**config.mk**
```make
export PLATFORM = sky130hd
export DESIGN_NAME = dram_rsp_fifo
export DESIGN_NICKNAME = d
export VERILOG_FILES = /design/src/rtl/dram_rsp_fifo.sv
export SDC_FILE = /design/constraint.sdc
export NUM_CORES = 1
export LEC_CHECK = 0
export ABC_AREA = 1
export BUFFER_PORTS_ARGS = -buffer_cell sky130_fd_sc_hd__buf_2
export CAP_MARGIN = 30
export CORE_MARGIN = 2
export CORE_UTILIZATION = 30
export DETAILED_ROUTE_END_ITERATION = 6
export PLACE_DENSITY = 0.44
export SETUP_SLACK_MARGIN = 0.05
export SLEW_MARGIN = 20
export SYNTH_ARGS = -nofsm -noshare
export SYNTH_HDL_FRONTEND = slang
export SYNTH_SLANG_ARGS = --single-unit
```
**constraint.sdc**
```tcl
create_clock -name clk_i -period 5.1 [get_ports clk_i]
set_clock_uncertainty 0.2 [all_clocks]
set_input_delay 0.765 -clock clk_i [delete_from_list [all_inputs] [get_ports clk_i]]
set_output_delay 0.765 -clock clk_i [all_outputs]
set_load 0.05 [all_outputs]
```
**src/rtl/dram_rsp_fifo.sv**
```systemverilog
// Synchronous response FIFO with occupancy count.
// Pointers wrap modulo DEPTH; the count separates full from empty.
module dram_rsp_fifo #(
  parameter int WIDTH = 128,
  parameter int DEPTH = 4,
  localparam int AW   = $clog2(DEPTH)
) (
  input  logic             clk_i,
  input  logic             rst_i,
  input  logic             push_i,
  input  logic [WIDTH-1:0] data_i,
  input  logic             pop_i,
  output logic [WIDTH-1:0] data_o,
  output logic [AW:0]      count_o
);

  logic [WIDTH-1:0] mem_q [DEPTH];
  logic [AW-1:0]    wr_q, rd_q;
  logic [AW:0]      cnt_q, cnt_d;

  assign data_o  = mem_q[rd_q];
  assign count_o = cnt_q;

  // Occupancy follows push/pop; simultaneous push and pop cancel.
  always_comb begin
    cnt_d = cnt_q;
    unique case ({push_i, pop_i})
      2'b10:   cnt_d = cnt_q + 1'b1;
      2'b01:   cnt_d = cnt_q - 1'b1;
      default: cnt_d = cnt_q;
    endcase
  end

  // Pointer and count registers.
  always_ff @(posedge clk_i or posedge rst_i) begin
    if (rst_i) begin
      wr_q  <= '0;
      rd_q  <= '0;
      cnt_q <= '0;
    end else begin
      if (push_i) wr_q <= wr_q + 1'b1;
      if (pop_i)  rd_q <= rd_q + 1'b1;
      cnt_q <= cnt_d;
    end
  end

  // Storage array, written at the tail.
  always_ff @(posedge clk_i) begin
    if (push_i) mem_q[wr_q] <= data_i;
  end

endmodule

```
Word level (Yosys, flattened, before mapping)

Memory sizes are Yosys's and may differ from the RTL's.
Index checks and enable logic that the tools add are counted.

Register bits after elaboration: 7
Input bits: 132
Bits in writable memories: 512
Memories kept: 1
Output and inout port bits: 131
Word-level logic and storage cells: 14

Memories:

| memory | words | bits a word | read ports | clocked after memory_dff | wr ports | line | source |
|---|---|---|---|---|---|---|---|
| mem_q  | 4     | 128         | 1          | 0                        | 1        | 17   | `logic [WIDTH-1:0] mem_q [DEPTH];` |

Multiplexer cells: 3
Add/sub/neg operators: 4
Reduce and logical (&&, ||, !) cells: 1
Eq/ne operators: 2

Operator list:

| cell                                                | count |
|---|---|
| case mux 3 bit (2 select lines)                     | 1 |
| adder 2 x 1 -> 2 bit, second input constant         | 2 |
| adder 3 x 1 -> 3 bit, second input constant         | 1 |
| subtractor 3 x 1 -> 3 bit, second input constant    | 1 |
| equality test 2 x 1 -> 1 bit, second input constant | 1 |
| equality test 2 bit, second input constant          | 1 |
| two-way mux 1 bit                                   | 2 |
| nonzero test 2 bit                                  | 1 |

Logic depth before layout (Yosys ltp)

Depth after elaboration: 2
Depth in mapped cells: 10
Mapped depth without buffers: 9

Worst setup path after synthesis

Ideal clock, no wire load.

Path kind: input port to flip-flop
Start: input push_i
End: memory mem_q[0][0], enable pin
Path buffers: 1
Required time: 4.419 ns
Stages: 3
Setup time: 0.481 ns
Arrival: 3.552 ns
Slack: 0.866 ns
Cell sequence: clkbuf_1 > nand2_1 > inv_1

Word-level cells in the longest chain between the ends: 2

Ends and longest elaborated chain:

| item                                    | line | source |
|---|---|---|
| from (decl)                             | 10   | `input logic push_i,` |
| two-way mux 1 bit                       | 49   | `if (push_i) mem_q[wr_q] <= data_i;` |
| two-way mux 1 bit (implied by the code) | 49   |  |
| to (decl)                               | 17   |  |

Every way passes these cells.

Worst setup path in the final report

Start: register rd_q[0]
End: output data_o[62]

Word-level cells in the longest chain between the ends: 1

Ends and longest elaborated chain:

| item                   | line | source |
|---|---|---|
| from (decl)            | 18   | `logic [AW-1:0] wr_q, rd_q;` |
| from (signal assigned) | 42   | `if (pop_i) rd_q <= rd_q + 1'b1;` |
| memory (4 x 128 bit)   | n/a  |  |
| to (decl)              | 13   | `output logic [WIDTH-1:0] data_o,` |

Every way passes these cells.

==> results by group <==
Run status
  • Outcome: completed

Setup path
  • Startpoint Class: register
  • Crit Path Max Fanout: 96
  • Crit path arrival time: about 2.6 ns
  • Kind of critical path: register to output port
  • Nature of the critical path endpoint: output port
  • Data required, critical path: around 4.1 ns

Synth
  • Yosys top cell area share: about three quarters
  • Synthesized flop and latch total: approximately 520
  • Syn Std Cell Area: between 0.02 and 0.025 mm^2
  • Area contributors post-synth: edfxtp_1, o211ai_1, nand2_1, inv_1, buf_6
  • Cell variety after synth: 15
  • Seq/Total Area, Yosys: about three quarters
  • Synth Instances: 1541
  • Yosys warnings: 0
  • Syn nets: between 1500 and 2000
  • Average cell area after synthesis: between 10 and 15 um^2
  • Yosys top cell by area: edfxtp_1

Power and ir drop
  • P_leak: just under 10 nW
  • Switching portion of total power: between 40% and 50%
  • Clk pwr share: a little under a quarter
  • P_int: between 9 and 10 mW
  • Comb pwr share: around two fifths
  • Register share of total power: 34.1%
  • P per Cell Area: 689 mW/mm^2
  • Worst vdd ir: 0.000537 V
  • Sw Pwr: 7.52 mW

Place
  • Cells after DPL: approximately 2700
  • I/O Buffers: 262
  • Dpl ws: around 2.1 ns
  • Post-DP HPWL: between 20 and 30 mm
  • Routability Congestion: ~0.7

Cells and area
  • Layout Utilization: between 30% and 40%
  • Most frequent cells in the layout: edfxtp_1, nand2_1, inv_1
  • Layout cells sized above 1: between 20% and 30%
  • Syn-to-layout area delta: 18.9%
  • Finished Layout Cells: about 2800
  • Most common cell after layout, fill and taps aside: edfxtp_1
  • Fill count: 6688
  • Nets@finish: approximately 1900

Timing
  • Hold Fails Final Rpt: 0
  • Final setup vio count: 0
  • RSZ-0062 raised after global routing: false
  • Slew @ Worst Pin: just over 0.8 ns
  • Period utilisation layout: a little over 70%
  • Setup slack after layout: roughly 1.5 ns
  • Fin crit period: 3.60 ns
  • Worst slew margin: around 45%
  • Final Slew Violations: 0
  • Fmax: between 200 and 300 MHz
  • Setup TNS: 0 ns
  • Worst hold slack: 0.173 ns

Floorplan
  • Die span in y: roughly 270 um
  • Initial core utilization: between 30 and 40%
  • Die Wd: 268 um
  • Full die area: approximately 0.072 mm^2
  • Core area: approximately 0.07 mm^2
  • Cell Rows: between 90 and 100
  • Top Ports: between 200 and 300

Clocking
  • Latest clock arrival within the worst-skew pair: 0.59 ns
  • Clock sink count: about 520
  • Clk root buf: clkbuf_16
  • Setup Fix Bufs, Post-CTS: 0
  • # H-tree levels: 2
  • CTS clk-pin slew, worst paths: 0.06 ns
  • Cts bufs inserted: ~60
  • Cts repair resizes: 0
  • Clock Tree Buf Depth: 3
  • CTS tree: yes

Drt
  • Starting DRT DRC Count: 687
  • Residual DRC: 0
  • Antenna Nets Post-Route: 0
  • Post-Route WL: around 46 mm
  • 1st-pass router iterations: 6
  • Vias per std cell: roughly 4.3
  • Vias: approximately 12000
  • WL per Instance: 16.6 um

GRT
  • Largest net degree at the start of global routing: ~130
  • GR Overflow Total: 0
  • Initial antenna violation count: 9
  • First-pass GRT wire length: ~70 mm
  • Gr usage total: 12.8%
  • Vias in the first global route: 11900

Hold path
  • Min-Delay Path Class: primary input to register

Flow run
  • Max capacitance violation total: 0
## repair_timing
item	in CTS	in global routing
hold buffers	1	0
setup endpoints to repair	0	0
hold endpoints to repair	7	0
## worst paths after layout
kind / start / end / slack [ns] / depth (start not counted)
worst max-delay path: rd_q[0]$_DFFE_PP0P_ / data_o[62] / 1.50 / 4
worst min-delay path: data_i[118] / mem_q[2][118]$_DFFE_PP_ / 0.17 / 1
worst max register to register: wr_q[0]$_DFFE_PP0P_ / mem_q[2][77]$_DFFE_PP_ / 2.68 / 5
worst min register to register: count_o[2]$_DFFE_PP0P_ / count_o[2]$_DFFE_PP0P_ / 0.31 / 2
max in group asynchronous: rst_i / rd_q[1]$_DFFE_PP0P_ / 3.95 / 3
min in group asynchronous: rst_i / count_o[2]$_DFFE_PP0P_ / 0.47 / 3
## layout make-up
type / count / area, um^2 / share of cell area (%)
inverter: 271 / 1040 / 4.19
timing repair buffer: 282 / 1600 / 6.46
sequential: 519 / 15600 / 62.7
tap: 931 / 1160 / 4.70
antenna: 4 / 10.0 / 0.0404
multi-input combinational: 665 / 3540 / 14.3
clock buffer: 76 / 1580 / 6.37
clock inverter: 34 / 305 / 1.23
## flip-flops by register name, indices dropped and copies added (netlist names)
name	flops
count_o	3
wr_q	2
rd_q	2
mem_q	512
## critical path, cell delays in order (launching register included)
cell	delay [ns]
dfrtp_4	0.89
buf_12	0.39
o211ai_1	0.22
nand2_1	0.14
buf_2	0.27
## logic make-up (layout without fill, tap and decap cells)
family / after synthesis / count (layout) / synth area share (%)
buffers and inverters: 357 / 663 / 8.49
AOI/OAI and AO/OA: 258 / 258 / 9.26
and+or+nand+nor: 397 / 397 / 7.16
other: 0 / 4 / 0
DFF: 519 / 519 / 74.5
xor gates and xnor gates: 4 / 4 / 0.168
adders and majority gates: 6 / 6 / 0.396
## power groups by stage
stage | logic (mW) | registers [mW] | clock network, mW
2_1_floorplan | 5.71 | 5.93 | 0
3_3_place_gp | 7.31 | 5.91 | 0
3_5_place_dp | 7.33 | 5.92 | 0
4_1_cts | 7.34 | 5.84 | 4.24
5_1_grt | 7.75 | 5.90 | 4.41
6_report | 7.16 | 5.83 | 4.09
## through the flow
stage          area, um^2  total power, mW
2_1_floorplan       20900             11.6
3_3_place_gp        22900             13.2
3_5_place_dp        22900             13.3
4_1_cts             24800             17.4
5_1_grt             24800             18.1
6_report            24800             17.1
## per-layer routing
| metal | vias up | track usage, % | share of wire [%] |
|---|---|---|---|
| li1 | 5905 | - | - |
| met1 | 5792 | 16.3 | 43 |
| met2 | 220 | 21.6 | 49 |
| met3 | 86 | 3.01 | 5.3 |
| met4 | 14 | 4.20 | 2.5 |
| met5 | - | 0 | 0.21 |
## synth_stat cells
library cell  count
nand4_1           1
xor2_1            3
o21ai_0           2
o211ai_1        256
fa_1              1
nand2_1         395
buf_6            52
xnor2_1           1
dfrtp_1           7
edfxtp_1        512
ha_1              5
buf_2            32
clkbuf_1          2
nand3_1           1
inv_1           271
No activity file was read; power rests on OpenSTA's default activity.
